`src/rtl/uart_tx.sv`:
```
// ---------------------------------------------------------------------------
// uart_tx
// Serial transmitter for configuration bursts. Each accepted byte is sent as
// one start bit (0), DATA_BIT_CNT_MAX+1 data bits LSB first, and one stop
// bit (1), every bit lasting BIT_PERIOD clocks. Bytes are numbered with a
// descending index that wraps from 0 back to BURST_LEN_MAX, so one burst
// is BURST_LEN_MAX+1 bytes and ends with the byte carrying index 0.
//
// State table
//   state | meaning
//   IDLE  | line high, data_ready high, waiting for data_valid
//   START | driving the start bit (low) for one bit period
//   DATA  | shifting data bits out LSB first, one bit period each
//   STOP  | driving the stop bit (high) for one bit period
//
// Ports
//   clk        : single clock, rising-edge logic
//   rst        : synchronous, active-high reset
//   data_in    : byte to transmit, captured on accept
//   data_valid : data_in holds a byte to send
//   data_ready : block can accept a byte this cycle (IDLE and not in reset)
//   uart_data  : registered serial line, idle high
//   busy       : a frame is in progress
//   byte_idx   : index of the byte last accepted
//   burst_done : one-cycle pulse when the byte with index 0 finishes
// ---------------------------------------------------------------------------
module uart_tx #(
    parameter int BIT_PERIOD       = 52,
    parameter int DATA_BIT_CNT_MAX = 7,
    parameter int BURST_LEN_MAX    = 5
) (
    input  logic       clk,
    input  logic       rst,
    input  logic [7:0] data_in,
    input  logic       data_valid,
    output logic       data_ready,
    output logic       uart_data,
    output logic       busy,
    output logic [2:0] byte_idx,
    output logic       burst_done
);

    // Bit-period counter only has to hold BIT_PERIOD-1.
    localparam int CNT_W = (BIT_PERIOD > 1) ? $clog2(BIT_PERIOD) : 1;
    localparam logic [CNT_W-1:0] CNT_RELOAD = CNT_W'(BIT_PERIOD - 1);

    localparam int BIT_W = (DATA_BIT_CNT_MAX > 0) ? $clog2(DATA_BIT_CNT_MAX + 1) : 1;
    localparam logic [BIT_W-1:0] BIT_LAST = BIT_W'(DATA_BIT_CNT_MAX);

    localparam logic [2:0] IDX_WRAP = 3'(BURST_LEN_MAX);

    typedef enum logic [1:0] {
        IDLE  = 2'd0,
        START = 2'd1,
        DATA  = 2'd2,
        STOP  = 2'd3
    } state_t;

    state_t           state;
    logic [CNT_W-1:0] bit_period_cnt;
    logic [BIT_W-1:0] data_bit_cnt;
    logic [7:0]       shift_reg;
    logic             accept;
    logic             period_end;

    // data_ready is gated by rst directly so a byte offered during reset is
    // never acknowledged, and so it rises in the very first cycle after rst.
    assign data_ready = (state == IDLE) && !rst;
    assign accept     = data_valid && data_ready;
    assign period_end = (bit_period_cnt == '0);

    always_ff @(posedge clk) begin
        if (rst) begin
            state          <= IDLE;
            uart_data      <= 1'b1;
            busy           <= 1'b0;
            burst_done     <= 1'b0;
            byte_idx       <= 3'd0;
            bit_period_cnt <= CNT_RELOAD;
            data_bit_cnt   <= '0;
            shift_reg      <= 8'h00;
        end else begin
            burst_done <= 1'b0;

            case (state)
                IDLE: begin
                    if (accept) begin
                        shift_reg      <= data_in;
                        state          <= START;
                        uart_data      <= 1'b0;
                        busy           <= 1'b1;
                        bit_period_cnt <= CNT_RELOAD;
                        byte_idx       <= (byte_idx != 3'd0) ? byte_idx - 3'd1 : IDX_WRAP;
                    end
                end

                START: begin
                    if (period_end) begin
                        state          <= DATA;
                        uart_data      <= shift_reg[0];
                        shift_reg      <= {1'b0, shift_reg[7:1]};
                        data_bit_cnt   <= '0;
                        bit_period_cnt <= CNT_RELOAD;
                    end else begin
                        bit_period_cnt <= bit_period_cnt - 1'b1;
                    end
                end

                DATA: begin
                    if (period_end) begin
                        bit_period_cnt <= CNT_RELOAD;
                        if (data_bit_cnt == BIT_LAST) begin
                            state     <= STOP;
                            uart_data <= 1'b1;
                        end else begin
                            uart_data    <= shift_reg[0];
                            shift_reg    <= {1'b0, shift_reg[7:1]};
                            data_bit_cnt <= data_bit_cnt + 1'b1;
                        end
                    end else begin
                        bit_period_cnt <= bit_period_cnt - 1'b1;
                    end
                end

                STOP: begin
                    if (period_end) begin
                        state          <= IDLE;
                        busy           <= 1'b0;
                        bit_period_cnt <= CNT_RELOAD;
                        // Last byte of a burst: pulse lines up with data_ready rising.
                        burst_done     <= (byte_idx == 3'd0);
                    end else begin
                        bit_period_cnt <= bit_period_cnt - 1'b1;
                    end
                end

                default: begin
                    state     <= IDLE;
                    uart_data <= 1'b1;
                    busy      <= 1'b0;
                end
            endcase
        end
    end

endmodule

```
`config.mk`:
```
export PLATFORM = sky130hd
export DESIGN_NAME = uart_tx
export DESIGN_NICKNAME = d
export VERILOG_FILES = /design/src/rtl/uart_tx.sv
export SDC_FILE = /design/constraint.sdc
export NUM_CORES = 1
export LEC_CHECK = 0
export CELL_PAD_IN_SITES_DETAIL_PLACEMENT = 1
export CELL_PAD_IN_SITES_GLOBAL_PLACEMENT = 2
export CORE_ASPECT_RATIO = 1.75
export CORE_MARGIN = 4
export CORE_UTILIZATION = 36
export CTS_CLUSTER_DIAMETER = 100
export DETAILED_ROUTE_END_ITERATION = 6
export GPL_TIMING_DRIVEN = 0
export PLACE_DENSITY = 0.86
export SETUP_SLACK_MARGIN = 0.2
export SYNTH_ARGS = -nofsm -noshare
export SYNTH_HDL_FRONTEND = slang
export SYNTH_SLANG_ARGS = --single-unit
```
`constraint.sdc`:
```
create_clock -name clk -period 2.6 [get_ports clk]
set_input_delay 0.39 -clock clk [delete_from_list [all_inputs] [get_ports clk]]
set_output_delay 0.39 -clock clk [all_outputs]
set_load 0.05 [all_outputs]
```
==> summary.md <==
| Metric | Value |
|---|---|
| Ratio of cells with drive above 1 in the final layout | 0.09756 |
| Synth Instances | 144 |
| Worst-case clock buffer depth | 2 |
| Ant diodes | 0 |
| TritonRoute pass-1 iters | 4 |
| Clock Skews | around 0.0026 ns |
| Fillers | approximately 450 |
| Area share of fa/ha/maj cells after synthesis | 0.08227 |
| Flop2flop setup slack | 0.73 ns |
| Core area | about 3700 um^2 |
| Asr flop ratio synth | 0 |
| Vias in the first global route | between 1000 and 1500 |
| RSZ-0062 raised after global routing | no |
| Top-count cell post-synth | dfxtp_1 |
| Sequential element share of the synthesized area | 0.3656 |
| HP Class | input port to flip-flop |
| Hold path start | rst |
| Yosys cell types | 42 |
| Synth Area in Simple Gates | 0.1974 |
| Nature of the critical path endpoint | output pin |
| Initial antenna violation count | 0 |
| Top delay family on crit path | buffers and inverters |
| Largest net degree at the start of global routing | 14 |
| IO Count | 18 |
| Syn_nets | 164 |
| Clk root buf | clkbuf_8 |
| Crit path buf inv count | 3 |
| Avg Cell Area, Syn | 9.506 um^2 |
| Post-synthesis mux area share | 0.05850 |
| Crit path arrival time | about 1.7 ns |
| VDD IR-drop max | 0.0005544 V |
| RePlAce Congestion | between 0.6 and 0.7 |
| WL/cell | approximately 15 um |
| Status | completed |
| R2r endpoint | state[0]$_SDFFE_PP0P_ |
| # nets final | roughly 190 |
| Clk sinks | 25 |
| Clock transition at path regs | ~0.080 ns |
| Post-DP HPWL | 2.549 mm |
| Slowest-stage cell, CP | clkdlybuf4s15_2 |
| Synth Register Bits | 25 |
| Pleak | roughly 0.00064 uW |
| Xor/xnor share of the synthesized area | 0.04479 |
| Slowest cell delay on critical path | approximately 0.38 ns |
| Synth Flop Type | dfxtp_1 |
| # setup viols final | 0 |
| Max reg flops | 8 |
| Synth top area cells | dfxtp_1 (37%), ha_1 (8.2%), mux2i_1 (5.9%), o2bb2ai_1 (5.1%), a21oi_1 (4.0%) |
| Gr usage total | 0.1478 |
| First-pass GRT wire length | 5.368 mm |
| Synth area leader | dfxtp_1 |
| CTS tree | yes |
| # DRC | 0 |
| Largest family of logic cells by synthesized area | compound AO/OA/AOI/OAI gates |
| Area growth syn-to-layout | 19.38% |
| Pwr per Cell Area | between 1000 and 1500 nW/um^2 |
| Worst skew pair latency | ~0.27 ns |
| Initial core utilization | 0.3735 |
| CP required | between 2 and 2.5 ns |
| Fmax | 475.4 MHz |
| Max Transition Viols Final | 0 |
| Post-synth top cells | dfxtp_1 (25), a21oi_1 (11), nand2_1 (11), nor2_1 (11), ha_1 (9) |
| H-tree depth | 1 |
| Routed vias/inst | roughly 5.2 |
| Setup TNS | 0 ns |
| Cells on Worst Hold Path | 3 |
| Max Cap Violations | 0 |
| Buffers on Ports | 16 |
| Site Rows | 29 |
| Width of the die | approximately 55 um |
| Hold WS | between 0.4 and 0.5 ns |
| Startpoint type of the worst setup path | flip-flop |
| Die area | between 4000 and 5000 um^2 |
| Slew HR | 0.6236 |
| Total grt overflow | 0 |
| Compound-Gate Fraction of Synth Area | 0.2139 |
| CTS Buf Count | 3 |
| Post-synth top area share | 0.3656 |
| Worst Tran Pin Value | 0.5646 ns |
| Critical-path maximum fanout | 10 |
| Routed vias | between 1000 and 1500 |
| CP Class | flip-flop to output pin |
| Fin. Hold Viols | 0 |
| Hold EP | bit_period_cnt[0]$_SDFFE_PP1P_ |
| Post-synth EDFFs | 0 |
| Final wirelength | 3.179 mm |
| Crit path time final | approximately 2.1 ns |
| Final critical-path share of the clock period | 0.8090 |
| Crit path cell chain | inv_1 -> ha_1 -> clkbuf_2 -> nor2b_1 -> clkdlybuf4s15_2 |
| R2R depth | 7 |
| DR iter-0 viols | 9 |
| Height of the die | ~90 um |
| Synthesized area | approximately 1400 um^2 |
| Final ANT Viol Nets | 0 |
| Yosys warnings | 0 |
| Worst R2R Start | state[0]$_SDFFE_PP0P_ |
==> where the power goes <==
part,total [uW],switching (uW),internal (uW)
registers,565,74.9,490
logic,879,519,360
clock network,228,118,110
total,1670,712,960
==> worst max-delay path by stage <==
stage / start / endpoint / slack (ns) / depth (start not counted)
6_report: state[0]$_SDFFE_PP0P_ / data_ready / 0.50 / 5
5_1_grt: state[1]$_SDFFE_PP0P_ / data_ready / 0.36 / 5
4_1_cts: state[0]$_SDFFE_PP0P_ / data_ready / 0.31 / 5
3_5_place_dp: state[0]$_SDFFE_PP0P_ / data_ready / 0.18 / 5
3_3_place_gp: state[0]$_SDFFE_PP0P_ / data_ready / 0.20 / 5
2_1_floorplan: state[0]$_SDFFE_PP0P_ / data_ready / 0.60 / 4
==> metrics by stage <==
stage,instance area [um^2],instances,power (uW),util,setup WS (ns)
floorplan,1369,144,1236,-,0.6036
global placement,1587,206,1428,0.4329,0.1967
detailed placement,1587,206,1462,0.4329,0.1847
CTS,1633,210,1695,0.4455,0.3060
global route,1634,210,1815,0.4459,0.3592
finish,1634,210,1671,0.4459,0.4965
==> layout by cell type (no fill, tap or decap), types with 2 or more instances in the layout <==
| cell type | synthesis | layout |
|---|---|---|
| a211oi_1 | 2 | 2 |
| a21oi_1 | 11 | 11 |
| and2_1 | 3 | 3 |
| buf_2 | 2 | 2 |
| clkbuf_1 | 3 | 3 |
| clkbuf_8 | 0 | 3 |
| clkdlybuf4s50_1 | 0 | 15 |
| dfxtp_1 | 25 | 25 |
| ha_1 | 9 | 9 |
| inv_1 | 5 | 5 |
| mux2i_1 | 8 | 8 |
| nand2_1 | 11 | 11 |
| nand2b_1 | 4 | 4 |
| nand4b_1 | 2 | 2 |
| nor2_1 | 11 | 11 |
| nor2b_1 | 3 | 3 |
| o21ai_0 | 2 | 2 |
| o21ai_1 | 3 | 3 |
| o2bb2ai_1 | 8 | 8 |
| o31ai_4 | 2 | 2 |
| or3_1 | 2 | 2 |
| xnor2_1 | 4 | 4 |
| xor2_1 | 3 | 3 |
==> worst register-to-register path, cell delays in order (launching register included) <==
cell	delay, ns
dfxtp_1	0.38
inv_1	0.10
ha_1	0.24
buf_2	0.20
or3_1	0.43
o31ai_4	0.10
o21ai_1	0.11
a211oi_1	0.23
==> logic make-up (layout without fill, tap and decap cells) <==
kind of cell             Yosys count  count (layout)
AO/OA/AOI/OAI                     37              37
adder cells (fa/ha/maj)            9               9
multiplexers                       8               8
flip-flops                        25              25
AND/OR/NAND/NOR                   47              47
XOR/XNOR                           7               7
buffers and inverters             11              31
==> cell type report <==
| cell class | count | area [um^2] | share of cell area |
|---|---|---|---|
| well taps | 46 | 57.56 | 0.03522 |
| repair buffers | 16 | 161.4 | 0.09877 |
| flip-flops and latches | 25 | 500.5 | 0.3063 |
| inverters | 5 | 18.77 | 0.01149 |
| multi-input cells | 108 | 817.0 | 0.5000 |
| clock buffers | 4 | 45.04 | 0.02757 |
| plain buffers | 6 | 33.78 | 0.02067 |
==> metal layers <==
| metal | vias to the layer above | track usage | share of wire |
|---|---|---|---|
| met2 | 11 | 0.2856 | 0.58 |
| met5 | - | 0 | 0 |
| met1 | 527 | 0.1531 | 0.39 |
| met4 | 0 | 0.04762 | 0.012 |
| met3 | 4 | 0.02149 | 0.020 |
| li1 | 552 | - | - |
==> what timing repair did <==
| item | in CTS | in global routing |
|---|---|---|
| resized for setup | 3 | 2 |
| hold buffers | 0 | 0 |
| setup buffers | 0 | 0 |
| hold endpoints to repair | 0 | 0 |
| setup endpoints to repair | 1 | 1 |
(Power assumes the default switching activity.)
